### config.mk
export PLATFORM = sky130hd
export DESIGN_NAME = soc_gpio_pad_ctrl
export DESIGN_NICKNAME = d
export VERILOG_FILES = /design/src/rtl/soc_gpio_pad_ctrl.sv
export SDC_FILE = /design/constraint.sdc
export NUM_CORES = 1
export LEC_CHECK = 0
export ABC_AREA = 1
export BUFFER_PORTS_ARGS = -buffer_cell sky130_fd_sc_hd__buf_2
export CAP_MARGIN = 40
export CORE_UTILIZATION = 40
export CTS_CLUSTER_SIZE = 24
export DETAILED_ROUTE_END_ITERATION = 8
export PLACE_DENSITY = 0.65
export SKIP_CTS_REPAIR_TIMING = 1
export SLEW_MARGIN = 10
export SYNTH_ARGS = -nofsm -noshare
export SYNTH_HDL_FRONTEND = slang
export SYNTH_SLANG_ARGS = --single-unit
### constraint.sdc
create_clock -name clk -period 1.3 [get_ports clk]
set_input_delay 0.13 -clock clk [delete_from_list [all_inputs] [get_ports clk]]
set_output_delay 0.13 -clock clk [all_outputs]
set_load 0.005 [all_outputs]
### src/rtl/soc_gpio_pad_ctrl.sv
// Pad-side GPIO responder: input synchronizer, per-bit glitch filter, sticky edge flags, irq.
// Build option SOC_GPIO_OUT_REG_EN registers the pad output path (default: combinational).
module soc_gpio_pad_ctrl #(
    parameter int WIDTH         = 32,
    parameter int SYNC_STAGES   = 2,
    parameter int FILTER_CYCLES = 4
) (
    input  logic             clk,
    input  logic             rst_n,
    input  logic [WIDTH-1:0] gpio_dout,
    output logic [WIDTH-1:0] gpio_din,
    input  logic [WIDTH-1:0] pad_in,
    output logic [WIDTH-1:0] pad_out,
    input  logic             filter_en,
    input  logic [WIDTH-1:0] edge_clear,
    output logic [WIDTH-1:0] edge_flags,
    output logic             irq
);

    localparam int CW = $clog2(FILTER_CYCLES);
    localparam logic [CW-1:0] CNT_MAX = CW'(FILTER_CYCLES - 1);

    logic [SYNC_STAGES-1:0][WIDTH-1:0] sync_q;
    logic [SYNC_STAGES-1:0][WIDTH-1:0] sync_d;
    logic [WIDTH-1:0]                  sync;

    logic [WIDTH-1:0]         filt_q;
    logic [WIDTH-1:0]         filt_d;
    logic [WIDTH-1:0]         prev_q;
    logic [WIDTH-1:0][CW-1:0] cnt_q;
    logic [WIDTH-1:0][CW-1:0] cnt_d;

    logic [WIDTH-1:0] flags_q;
    logic [WIDTH-1:0] flags_d;
    logic             irq_q;
    logic             irq_d;

    assign sync_d = {sync_q[SYNC_STAGES-2:0], pad_in};
    assign sync   = sync_q[SYNC_STAGES-1];

    // A bit only moves after CNT_MAX+1 consecutive evaluations of disagreement.
    always_comb begin
        filt_d = filt_q;
        cnt_d  = '0;
        for (int i = 0; i < WIDTH; i++) begin
            if (!filter_en) begin
                filt_d[i] = sync[i];
            end else if (sync[i] != filt_q[i]) begin
                if (cnt_q[i] == CNT_MAX) begin
                    filt_d[i] = sync[i];
                end else begin
                    cnt_d[i] = cnt_q[i] + CW'(1);
                end
            end
        end
    end

    // prev_q lags filt_q by one cycle; set beats clear on collision.
    always_comb begin
        flags_d = (flags_q & ~edge_clear) | (filt_q ^ prev_q);
        irq_d   = |flags_d;
    end

    always_ff @(posedge clk or negedge rst_n) begin
        if (!rst_n) begin
            sync_q  <= '0;
            filt_q  <= '0;
            prev_q  <= '0;
            cnt_q   <= '0;
            flags_q <= '0;
            irq_q   <= 1'b0;
        end else begin
            sync_q  <= sync_d;
            filt_q  <= filt_d;
            prev_q  <= filt_q;
            cnt_q   <= cnt_d;
            flags_q <= flags_d;
            irq_q   <= irq_d;
        end
    end

    assign gpio_din   = filt_q;
    assign edge_flags = flags_q;
    assign irq        = irq_q;

`ifdef SOC_GPIO_OUT_REG_EN
    logic [WIDTH-1:0] pad_q;

    always_ff @(posedge clk or negedge rst_n) begin
        if (!rst_n) begin
            pad_q <= '0;
        end else begin
            pad_q <= gpio_dout;
        end
    end

    assign pad_out = pad_q;
`else
    assign pad_out = gpio_dout;
`endif

endmodule

After elaboration in Yosys (flattened, before gate mapping):

Index checks and enable logic that the tools add are counted.

* register bits after elaboration: 225
* bits in latches: 0
* memory bits (writable): 0
* ROM bits: 0
* input bits: 99
* output and inout port bits: 97
* logic and storage cells: 458
* memories kept: 0

* $add $sub $neg: 32
* $mul: 0
* divide/modulo/power cells: 0
* magnitude comparators: 0
* eq/ne operators: 128
* shift-type cells: 0
* muxes and demuxes: 192
* bitwise gates (word level): 4
* reductions and logical operators: 33

Operators with widths (number)
* $mux W2: 96
* $ne A2 B1 Y1 const B: 64
* $mux W1: 96
* $add A2 B1 Y2 const B: 32
* $eq A2 B2 Y1 const B: 32
* $reduce_and A2 Y1: 32
* $and A32 B32 Y32: 1
* $ne A1 B1 Y1: 32
* $not A32 Y32: 1
* $or A32 B32 Y32: 1
* $reduce_or A32 Y1: 1
* $xor A32 B32 Y32: 1

Depth between registers and ports, before layout:

Gate-level depths: netlist (run 1).

* depth in word-level cells: 4
* mapped depth: 9
* depth with buffers taken out: 9

Worst setup path after synthesis (run 1):

OpenSTA, ideal clock, no wires.

* path type: flip-flop to flip-flop
* start: register cnt_q[32] (netlist bit)
* end: register filt_q[16], in the netlist gpio_din[16]
* setup time: 125 ps
* data arrival time: 1093 ps
* required time: 1175 ps
* slack: 82 ps
* stages on the path, launching flop included: 4
* path buffers: 0
* period minus slack after synthesis: 1218 ps
* cell sequence: dfrtp_1 ha_1 or2_2 mux2_2

* longest elaborated chain between the ends: 3

Ends and longest elaborated chain
* from (decl): RTL line 30 `logic [WIDTH-1:0][CW-1:0] cnt_q;`
* from (signal assigned): RTL line 76 `cnt_q <= cnt_d;`
* $eq A2 B2 Y1: RTL line 49 `if (cnt_q[i] == CNT_MAX) begin`
* $ne A2 B1 Y1 (no source line)
* $reduce_and A2 Y1 (no source line)
* to (signal assigned): RTL line 74 `filt_q <= filt_d;`
* to (decl): RTL line 27 `logic [WIDTH-1:0] filt_q;`

Every way passes these cells.
A chain may end at the register's enable or synchronous reset.

Worst setup path in the final report (run 1):

* start: register filt_q[0], in the netlist gpio_din[0]
* end: register irq_q, in the netlist irq

* longest elaborated chain between the ends: 3

Ends and longest elaborated chain
* $xor A32 B32 Y32: RTL line 60 `flags_d = (flags_q & ~edge_clear) | (filt_q ^ prev_q);`
* $or A32 B32 Y32: RTL line 60
* $reduce_or A32 Y1: RTL line 61 `irq_d = |flags_d;`
* named net irq_d: RTL line 36 `logic irq_d;`
* to (signal assigned): RTL line 78 `irq_q <= irq_d;`
* to (decl): RTL line 35 `logic irq_q;`

The timed path passes the listed nets, and every way through them passes these cells.

==> results of run 1 <==
sequential cells by signal, summed over array words and instances, names as in the netlist:
register,cells
sync_d,32
gpio_din,32
sync,32
edge_flags,32
prev_q,32
irq,1
cnt_q,64
final timing paths:
kind                                  end  slack, ns  depth (start not counted)
max                                   irq      -0.03                          8
min                        edge_flags[19]      -0.03                          6
max reg2reg                           irq      -0.03                          8
min reg2reg                      sync[13]       0.34                          0
max in group asynchronous     gpio_din[7]       0.61                          3
min in group asynchronous      prev_q[28]       0.10                          2
power breakdown:
group	internal, mW	switching (mW)
Clock	4.23	2.73
Combinational	1.31	1.16
Sequential	7.66	0.343
Total	13.2	4.23
cell families (layout without fill, tap and decap cells):
| group | Yosys count | count (layout) | synth area share |
|---|---|---|---|
| xor gates and xnor gates | 32 | 32 | 0.0323 |
| adders and majority gates | 32 | 32 | 0.0462 |
| and+or+nand+nor | 323 | 323 | 0.161 |
| muxes | 10 | 10 | 0.0165 |
| AOI/OAI and AO/OA | 31 | 31 | 0.0179 |
| DFF | 225 | 225 | 0.650 |
| buffers and inverters | 138 | 403 | 0.0760 |
cell usage after synthesis, drive strengths merged:
cell type | count | area, um2
inv | 99 | 372
nand2 | 153 | 574
nor3 | 32 | 205
xnor2 | 32 | 280
dfrtp | 225 | 5630
o21ai | 31 | 155
or2 | 32 | 220
buf | 35 | 270
ha | 32 | 400
nor2 | 106 | 398
mux2 | 10 | 143
clkbuf | 4 | 16.3
area by class of cell:
type | instances | area share
flip-flops and latches | 225 | 0.484
multi-input cells | 428 | 0.207
repair buffers | 258 | 0.176
clock buffers | 36 | 0.0616
inverters | 99 | 0.0319
well taps | 275 | 0.0296
clock inverters | 10 | 0.00936
metrics by stage:
stage          worst slack, ns  area (um2)
2_1_floorplan           0.0820        8660
3_3_place_gp            -0.169        9830
3_5_place_dp            -0.213        9830
4_1_cts                 -0.225       10700
5_1_grt                 -0.136       11600
6_report               -0.0281       11600
routing by layer:
metal / GRT usage / wire length (um) / up-vias
met3: 0.0306 / 734 / 34
met5: 0 / 0 / -
li1: - / - / 2893
met1: 0.186 / 7080 / 2730
met4: 0.0515 / 415 / 0
met2: 0.234 / 7930 / 98
worst min-delay path, cell delays in order:
cell and delay (ns):
sky130_fd_sc_hd__buf_2 0.10, sky130_fd_sc_hd__inv_1 0.04, sky130_fd_sc_hd__nand2_1 0.04, sky130_fd_sc_hd__nand2_1 0.05, sky130_fd_sc_hd__nor2_1 0.04, sky130_fd_sc_hd__inv_1 0.05
==> impl_summary.txt, run 1 <==
----------------------------------------------------
[Worst setup path]
  Data required time at the worst endpoint ... between 1.5 and 2 ns
  CP Capture Type ... flop
  Max stage delay on crit path ... between 0.4 and 0.5 ns
  Number of buffers and inverters on the critical path ... 0
  Most used cell along the critical path ... sky130_fd_sc_hd__nand2_1
  Max FO, Critical Path ... 3
  Category of the worst setup path launch point ... flop
  Startpoint of the most critical register-to-register path ... gpio_din[0]
  Path type of the worst setup path ... reg2reg
  Slowest CP cell ... sky130_fd_sc_hd__dfrtp_1
  Cells along the critical path ... nand2_1 > nand2_1 > nor2_1 > nand2_1 > nor2_2 > nand2_2 > nor2_4 > nand2_1
  Top delay family on crit path ... simple AND/OR/NAND/NOR gates
  Data arrival time at the worst-slack endpoint ... roughly 1.7 ns
  Launching element of the worst setup path ... gpio_din[0]

[Hold path]
  Worst min-delay path class ... in2reg
  Min-delay src ... edge_clear[19]

[CTS]
  Maximum buffer depth of the clock tree ... 3
  Worst skew pair latency ... roughly 0.52 ns
  Number of CTS-inserted buffers ... 25
  Clock tree from TritonCTS ... built
  CTS Root Cell ... sky130_fd_sc_hd__clkbuf_16
  Post-CTS clock slew at the launch and capture registers of the worst setup and hold paths ... 0.06 ns
  Sinks on the clock net ... 225
  Depth of the CTS H-tree ... 1

[Global route]
  Global-route wire length before repair ... approximately 25,000 um
  Number of global-route vias before repair ... 5,357
  Pin count of the biggest net entering global routing ... 45
  Number of antenna violations at the first check in global routing ... 0
  Overflow left after global routing ... 0
  Gr usage total ... 0.143

[Layout]
  Antenna fix cells ... 0
  Non-filler cells, final ... ~1.3k
  Commonest cells after routing, fill and taps aside ... sky130_fd_sc_hd__dfrtp_1, sky130_fd_sc_hd__nand2_1, sky130_fd_sc_hd__buf_2
  Number of nets in the final layout ... ~1.2k
  Commonest non-fill, non-tap cell in the layout ... sky130_fd_sc_hd__dfrtp_1
  Finished Core Util ... 0.550
  Fraction of final layout cells sized beyond drive strength 1 ... 0.296
  Multi-input logic area ... 2410 um2
  Post-synthesis to final-layout area growth ... 34.3%
  Filler cell count in the final layout ... 1,794
  Storage cell area ... approximately 5600 um2

[Placed design]
  Input/output buffers ... 131
  Placed Cells incl. Taps ... 1,209
  Final weighted congestion of routability-driven global placement ... 0.719
  Detailed placer's ending HPWL ... about 10,000 um

[Synth]
  Number of storage elements in the synthesis netlist ... roughly 230
  Sequential fraction of the synthesis area ... 0.650
  Mapped Area ... ~8700 um2
  Average cell area after synthesis ... 11.0 um2
  Gate Count Post-Synth ... slightly below 800
  Yosys Warn Count ... 0
  Distinct cell type count of the synthesized netlist ... 20
  Syn_nets ... 922

[Timing]
  Slew Limit Headroom ... 0.712
  RSZ-0062 raised after global routing ... yes
  Fin. max-slew vios ... 0
  Tcrit/Tclk final ... 1.02
  Worst Setup Slack, final ... -0.0281 ns
  Final Setup Violations ... 4
  Transition time at the pin with the least slew margin ... about 0.43 ns
  Final Hold Violating Endpoints ... 8
  Peak clock frequency supported by timing ... about 750 MHz
  Tmin final ... between 1 and 1.5 ns
  Setup tns final ... -0.0428 ns
  Setup skew after layout ... a little over 0.01 ns
  Final hold slack ... -0.0331 ns

[Drt]
  Vias per std cell ... between 4 and 5
  Post-detailed-route DRC marker count ... 0
  Total routed wirelength ... roughly 16,000 um
  Vias post-DR ... about 5.8k
  Per-cell routed wire length ... about 12 um
  Detailed-routing iteration count for the pre-antenna-repair pass ... 4
  Detail Route Antenna Nets ... 0
  Violation count after the first detailed-routing iteration ... 179

[Job]
  Reported max-cap violation count ... 0

[Power]
  Pwr dens ... around 1500 nW/um2
  Total design power ... between 15 and 20 mW
  Static Leakage ... 6.03 nW
  Maximum ir drop on the vdd rail ... between 1 and 1.5 mV

[Run status]
  Violated checks ... hold timing, setup timing
  Outcome ... finished, violations left

[Die]
  DIE AREA ... about 22,000 um2
  Core area ... roughly 21,000 um2
  Io pins ... 196
  Number of standard-cell rows in the floorplan ... between 50 and 60
  Die W ... between 100 and 150 um
  Y dimension of the die ... approximately 150 um
  Initial core utilization ... 0.410

----------------------------------------------------
(Power assumes the default switching activity.)
==> run 2: changes to the inputs <==
--- a/config.mk
+++ b/config.mk
@@ -9,8 +9,8 @@
 export BUFFER_PORTS_ARGS = -buffer_cell sky130_fd_sc_hd__buf_2
 export CAP_MARGIN = 40
-export CORE_UTILIZATION = 40
+export CORE_UTILIZATION = 45
 export CTS_CLUSTER_SIZE = 24
 export DETAILED_ROUTE_END_ITERATION = 8
-export PLACE_DENSITY = 0.65
+export PLACE_DENSITY = 0.72
 export SKIP_CTS_REPAIR_TIMING = 1
 export SLEW_MARGIN = 10
==> constraint.sdc (replaced) <==
create_clock -name clk -period 1.3 [get_ports clk]
set_input_delay 0.26 -clock clk [delete_from_list [all_inputs] [get_ports clk]]
set_output_delay 0.26 -clock clk [all_outputs]
set_load 0.005 [all_outputs]
==> run 2 against run 1 <==
Compared with the run above:
- sequential power about the same
- cell area fell by 1.4%
- clock power up 0.9%
- highest routed layer unchanged
- die area decreased by 11%
- hold slack gained 0.13 ns
- clock-buffer cell count down 7
- maximum frequency shrank 6.2%
- wire length up 0.93%
- largest power group unchanged
- combinational power is essentially flat
- the flow finishes with violations (setup timing)
==> impl_summary.txt, run 2 (synthesis results as in run 1) <==
----------------------------------------------------
[CTS]
  Sinks on the clock net ... 225 (unchanged)
  CTS Root Cell ... sky130_fd_sc_hd__clkbuf_16 (unchanged)
  Clock tree from TritonCTS ... built (unchanged)
  Worst skew pair latency ... 0.50 ns (was 0.52 ns)
  Post-CTS clock slew at the launch and capture registers of the worst setup and hold paths ... 0.06 ns (about the same)
  Maximum buffer depth of the clock tree ... 3 (unchanged)
  Number of CTS-inserted buffers ... 23 (was 25)
  Depth of the CTS H-tree ... 1 (unchanged)

[Timing]
  RSZ-0062 raised after global routing ... yes (unchanged)
  Final Hold Violating Endpoints ... 0 (was 8)
  Final Setup Violations ... 31 (was 4)
  Peak clock frequency supported by timing ... 707 MHz (was 753 MHz)
  Slew Limit Headroom ... 0.716 (was 0.712)
  Setup tns final ... -2.41 ns (was -0.0428 ns)
  Fin. max-slew vios ... 0 (unchanged)
  Tmin final ... 1.42 ns (was 1.33 ns)
  Transition time at the pin with the least slew margin ... 0.426 ns (was 0.432 ns)
  Worst Setup Slack, final ... -0.115 ns (was -0.0281 ns)
  Tcrit/Tclk final ... 1.09 (was 1.02)
  Setup skew after layout ... 0.0127 ns (was 0.0101 ns)
  Final hold slack ... 0.0995 ns (was -0.0331 ns)

[Die]
  Io pins ... 196 (unchanged)
  Core area ... 18,800 um2 (was 21,200 um2)
  Initial core utilization ... 0.462 (was 0.410)
  Die W ... 141 um (was 149 um)
  Y dimension of the die ... 141 um (was 149 um)
  DIE AREA ... 19,800 um2 (was 22,300 um2)
  Number of standard-cell rows in the floorplan ... 50 (was 53)

[Global route]
  Pin count of the biggest net entering global routing ... 41 (was 45)
  Number of global-route vias before repair ... 5,493 (was 5,357)
  Gr usage total ... 0.160 (was 0.143)
  Number of antenna violations at the first check in global routing ... 0 (unchanged)
  Global-route wire length before repair ... 25,600 um (was 25,400 um)
  Overflow left after global routing ... 0 (unchanged)

[Drt]
  Total routed wirelength ... 16,300 um (was 16,200 um)
  Detail Route Antenna Nets ... 0 (unchanged)
  Vias per std cell ... 4.52 (was 4.32)
  Per-cell routed wire length ... 12.8 um (was 12.1 um)
  Violation count after the first detailed-routing iteration ... 183 (was 179)
  Vias post-DR ... 5,752 (was 5,755)
  Post-detailed-route DRC marker count ... 0 (unchanged)
  Detailed-routing iteration count for the pre-antenna-repair pass ... 4 (unchanged)

[Power]
  Static Leakage ... 5.99 nW (was 6.03 nW)
  Pwr dens ... 1530 nW/um2 (was 1500 nW/um2)
  Maximum ir drop on the vdd rail ... 1.06 mV (was 1.03 mV)

[Layout]
  Reg with most FFs ... cnt_q (unchanged)
  Final Instance Area ... 11,500 um2 (was 11,600 um2)
  Commonest non-fill, non-tap cell in the layout ... sky130_fd_sc_hd__dfrtp_1 (unchanged)
  Largest register FFs ... 64 (unchanged)
  Commonest cells after routing, fill and taps aside ... sky130_fd_sc_hd__dfrtp_1, sky130_fd_sc_hd__nand2_1, sky130_fd_sc_hd__buf_2 (unchanged)
  Antenna fix cells ... 0 (unchanged)
  Fraction of final layout cells sized beyond drive strength 1 ... 0.299 (was 0.296)
  Non-filler cells, final ... 1,273 (was 1,331)
  Filler cell count in the final layout ... 1,477 (was 1,794)
  Multi-input logic area ... 2400 um2 (was 2410 um2)
  Storage cell area ... 5630 um2 (about the same)
  Post-synthesis to final-layout area growth ... 32.3% (was 34.3%)
  Number of nets in the final layout ... 1,155 (was 1,168)

[Placed design]
  Post-placement worst setup slack ... -0.122 ns (was -0.213 ns)
  Detailed placer's ending HPWL ... 10,600 um (was 10,500 um)
  Input/output buffers ... 131 (unchanged)
  Final weighted congestion of routability-driven global placement ... 0.751 (was 0.719)
  Placed cell area ... 9770 um2 (was 9830 um2)
  Placed Cells incl. Taps ... 1,165 (was 1,209)

[Hold path]
  Worst min-delay path class ... in2reg (unchanged)

[Worst setup path]
  Data required time at the worst endpoint ... 1.04 ns (was 1.71 ns)
  Data arrival time at the worst-slack endpoint ... 1.16 ns (was 1.74 ns)
  Max FO, Critical Path ... 4 (was 3)
  CP Capture Type ... primary output (was flop)
  Path type of the worst setup path ... reg2out (was reg2reg)
  Category of the worst setup path launch point ... flop (unchanged)

[Run status]
  Outcome ... finished, violations left (unchanged)
  Violated checks ... setup timing (was hold timing, setup timing)

[Job]
  Reported max-cap violation count ... 0 (unchanged)

----------------------------------------------------
[run 2: power breakdown]
part	total, mW	internal [mW]	switching, mW
combinational	2.48	1.30	1.17
clock	7.01	4.36	2.65
sequential	8.01	7.66	0.356
[run 2: critical path, cell delays in order, from the launching register on]
cell and delay [ns]:
sky130_fd_sc_hd__dfrtp_1 0.42, sky130_fd_sc_hd__buf_6 0.14, sky130_fd_sc_hd__buf_6 0.10
[run 2: per-layer routing]
| layer | GRT usage | vias to the layer above | wire length (um) |
|---|---|---|---|
| li1 | - | 2855 | - |
| met1 | 0.210 | 2724 | 7020 |
| met2 | 0.273 | 134 | 8090 |
| met3 | 0.0302 | 39 | 764 |
| met4 | 0.0452 | 0 | 427 |
| met5 | 0 | - | 0 |
[run 2: final cells by class]
class / instances / area share
sequential: 225 / 0.491
multi-input combinational: 428 / 0.209
timing repair buffer: 247 / 0.171
clock buffer: 29 / 0.0539
inverter: 99 / 0.0324
tap: 234 / 0.0255
clock inverter: 11 / 0.0164
[run 2: path summary, 6_finish.rpt]
check                           depth (start not counted)            from             end  slack (ns)
worst max-delay path                                    2    gpio_din[10]    gpio_din[10]       -0.12
worst min-delay path                                    6  edge_clear[24]  edge_flags[24]         0.1
worst max register to register                          8     gpio_din[7]             irq       -0.08
worst min register to register                          0      sync_d[36]         sync[4]        0.34
max in group asynchronous                               3           rst_n  edge_flags[26]        0.50
min in group asynchronous                               2           rst_n      prev_q[25]        0.26
[run 2: stage by stage]
| stage | power [mW] | util |
|---|---|---|
| after floorplan | 9.23 | - |
| after global placement | 10.1 | 0.521 |
| after detailed placement | 10.2 | 0.521 |
| after CTS | 17.3 | 0.564 |
| after global routing | 18.3 | 0.611 |
| final | 17.5 | 0.611 |
==> run 3: changes to the inputs <==
Settings changed: CTS_CLUSTER_SIZE 24 to not set, SLEW_MARGIN 10 to not set.
Clock period 1.3 ns to 1.2 ns, I/O delays scaled along.
==> run 3 against run 2 <==
Compared with the run above:
- the flow still finishes with violations (setup timing)
- cell count rose by 3.8%
- wire length increased by 5.7%
- clock power rose by 8.0%
- setup slack got worse by 0.11 ns
- register-to-register slack worse by 0.12 ns
- via count increased by 3.2%
==> impl_summary.txt, run 3 (synthesis results as in run 1) <==
----------------------------------------------------
[Run status]
  Violated checks ... setup timing (unchanged)
  Outcome ... finished, violations left (unchanged)

[CTS]
  Post-CTS clock slew at the launch and capture registers of the worst setup and hold paths ... 0.06 ns (about the same)
  Worst skew pair latency ... 0.50 ns (about the same)
  CTS Root Cell ... sky130_fd_sc_hd__clkbuf_16 (unchanged)
  Number of CTS-inserted buffers ... 24 (was 23)
  Clock tree from TritonCTS ... built (unchanged)
  Maximum buffer depth of the clock tree ... 3 (unchanged)
  Depth of the CTS H-tree ... 1 (unchanged)
  Sinks on the clock net ... 225 (unchanged)

[Worst setup path]
  Max FO, Critical Path ... 4 (unchanged)
  Reg-to-reg setup timing slack ... -0.20 ns (was -0.08 ns)
  Critical path capture point ... gpio_din[7] (was gpio_din[10])
  Cells along the critical path ... buf_4 > buf_2 (was buf_6 > buf_6)
  Data arrival time at the worst-slack endpoint ... 1.19 ns (was 1.16 ns)
  Path type of the worst setup path ... reg2out (unchanged)
  Top delay family on crit path ... flip-flops (unchanged)
  Capture point of the worst reg-to-reg path ... irq (unchanged)
  Max stage delay on crit path ... 0.42 ns (about the same)
  R2r worst-path depth ... 8 (unchanged)
  Number of buffers and inverters on the critical path ... 2 (unchanged)
  Slowest CP cell ... sky130_fd_sc_hd__dfrtp_1 (unchanged)
  Startpoint of the most critical register-to-register path ... gpio_din[7] (unchanged)
  Category of the worst setup path launch point ... flop (unchanged)
  Data required time at the worst endpoint ... 0.96 ns (was 1.04 ns)
  Count of cell instances traversed by the critical path ... 2 (unchanged)
  CP Capture Type ... primary output (unchanged)
  Launching element of the worst setup path ... gpio_din[7] (was gpio_din[10])

[Drt]
  Post-detailed-route DRC marker count ... 0 (unchanged)
  Per-cell routed wire length ... 13.0 um (was 12.8 um)
  Total routed wirelength ... 17,200 um (was 16,300 um)
  Detailed-routing iteration count for the pre-antenna-repair pass ... 4 (unchanged)
  Violation count after the first detailed-routing iteration ... 193 (was 183)
  Detail Route Antenna Nets ... 0 (unchanged)
  Vias per std cell ... 4.49 (was 4.52)
  Vias post-DR ... 5,935 (was 5,752)

[Global route]
  Grt met3 use ... 0.0309 (was 0.0302)
  Pin count of the biggest net entering global routing ... 40 (was 41)
  Met2 global-route usage ... 0.283 (was 0.273)
  Global-route wire length before repair ... 25,900 um (was 25,600 um)
  Gr usage total ... 0.162 (was 0.160)
  Grt met1 use ... 0.203 (was 0.210)
  Number of global-route vias before repair ... 5,707 (was 5,493)
  Overflow left after global routing ... 0 (unchanged)
  Number of antenna violations at the first check in global routing ... 1 (was 0)
  Busiest grt layer ... met2 (unchanged)

[Timing]
  RSZ-0062 raised after global routing ... yes (unchanged)
  Peak clock frequency supported by timing ... around 700 MHz
  Tcrit/Tclk final ... 1.19
  Worst Setup Slack, final ... -0.230 ns (was -0.115 ns)
  Final Hold Violating Endpoints ... 0 (unchanged)
  Setup tns final ... -7.53 ns (was -2.41 ns)
  Fin. max-slew vios ... 0 (unchanged)
  Final Setup Violations ... 67 (was 31)
  Tmin final ... around 1.4 ns
  Transition time at the pin with the least slew margin ... 0.427 ns (was 0.426 ns)
  Slew Limit Headroom ... 0.715 (was 0.716)
  Setup skew after layout ... 0.00795 ns (was 0.0127 ns)

[Die]
  DIE AREA ... 19,800 um2 (unchanged)
  Y dimension of the die ... 141 um (unchanged)
  Io pins ... 196 (unchanged)
  Core area ... 18,800 um2 (unchanged)
  Die W ... 141 um (unchanged)
  Number of standard-cell rows in the floorplan ... 50 (unchanged)
  Initial core utilization ... 0.462 (unchanged)

[Power]
  Pwr dens ... 1620 nW/um2 (was 1530 nW/um2)
  Maximum ir drop on the vdd rail ... 1.20 mV (was 1.06 mV)
  Static Leakage ... 6.24 nW (was 5.99 nW)

[Placed design]
  Detailed placer's ending HPWL ... 10,800 um (was 10,600 um)
  Final weighted congestion of routability-driven global placement ... 0.755 (was 0.751)
  Input/output buffers ... 131 (unchanged)

[Layout]
  Largest register FFs ... 64 (unchanged)
  Number of nets in the final layout ... 1,200 (was 1,155)
  Commonest cells after routing, fill and taps aside ... sky130_fd_sc_hd__dfrtp_1, sky130_fd_sc_hd__nand2_1, sky130_fd_sc_hd__nor2_1 (was sky130_fd_sc_hd__dfrtp_1, sky130_fd_sc_hd__nand2_1, sky130_fd_sc_hd__buf_2)
  Storage cell area ... 5630 um2 (unchanged)
  Finished Core Util ... 0.638 (was 0.611)
  Fraction of final layout cells sized beyond drive strength 1 ... 0.349 (was 0.299)
  Commonest non-fill, non-tap cell in the layout ... sky130_fd_sc_hd__dfrtp_1 (unchanged)
  Post-synthesis to final-layout area growth ... 38.2% (was 32.3%)
  Reg with most FFs ... cnt_q (unchanged)
  Multi-input logic area ... 2540 um2 (was 2400 um2)
  Filler cell count in the final layout ... 1,393 (was 1,477)

[Hold path]
  Worst min-delay path class ... in2reg (unchanged)

[Job]
  Reported max-cap violation count ... 0 (unchanged)

----------------------------------------------------
## run 3: cell types whose count changed in the layout (fill, tap and decap cells not counted), sizes merged
cell and delta:
diode +1, bufinv -3, inv -1, buf +44
clkbuf +8
## run 3: layer usage
metal / wire length [um] / up-vias
li1: - / 2948
met1: 7320 / 2838
met2: 8860 / 120
met3: 668 / 29
met4: 382 / 0
met5: 0 / -
## run 3: final cells by class
| cell class | instances | share of cell area |
|---|---|---|
| diodes | 1 | 0.000209 |
| clock buffers | 37 | 0.0619 |
| multi-input cells | 428 | 0.212 |
| clock inverters | 7 | 0.00773 |
| inverters | 99 | 0.0310 |
| repair buffers | 291 | 0.192 |
| well taps | 234 | 0.0245 |
| flip-flops and latches | 225 | 0.470 |
## run 3: power by group
group          total, mW  leakage, nW  switching (mW)  internal (mW)
combinational       3.08         3.09            1.38           1.70
sequential          8.69         2.74           0.398           8.30
clock               7.57        0.413            2.89           4.68
total               19.3         6.24            4.67           14.7
## run 3: how the worst min path moves through the flow
stage	from	endpoint	slack, ns	cells after the start
CTS	rst_n	cnt_q[56]	-0.39	1
global placement	rst_n	gpio_din[28]	0.15	1
floorplan	rst_n	cnt_q[0]	-0.06	0
global route	edge_clear[11]	edge_flags[11]	0.09	6
detailed placement	rst_n	edge_flags[29]	0.15	1
finish	edge_clear[2]	edge_flags[2]	0.08	4
## run 3: worst reg2reg max path: cells and delay by family, from the launching register on
kind | cells | cell delay (ns)
flops | 1 | 0.42
buf+inv | 1 | 0.09
compound gates | 1 | 0.06
simple gates | 6 | 0.72
## run 3: metrics by stage
step | cell area [um2] | setup WS, ns | hold WS (ns) | total power, mW | instances
final | 12000 | -0.230 | 0.0787 | 19.3 | 1322
after floorplan | 8660 | -0.0180 | -0.0556 | 10.0 | 791
after detailed placement | 9990 | -0.271 | 0.150 | 11.2 | 1197
after CTS | 10800 | -0.307 | -0.393 | 18.9 | 1241
after global routing | 12000 | -0.379 | 0.0852 | 20.3 | 1322
after global placement | 9990 | -0.256 | 0.153 | 11.1 | 1197
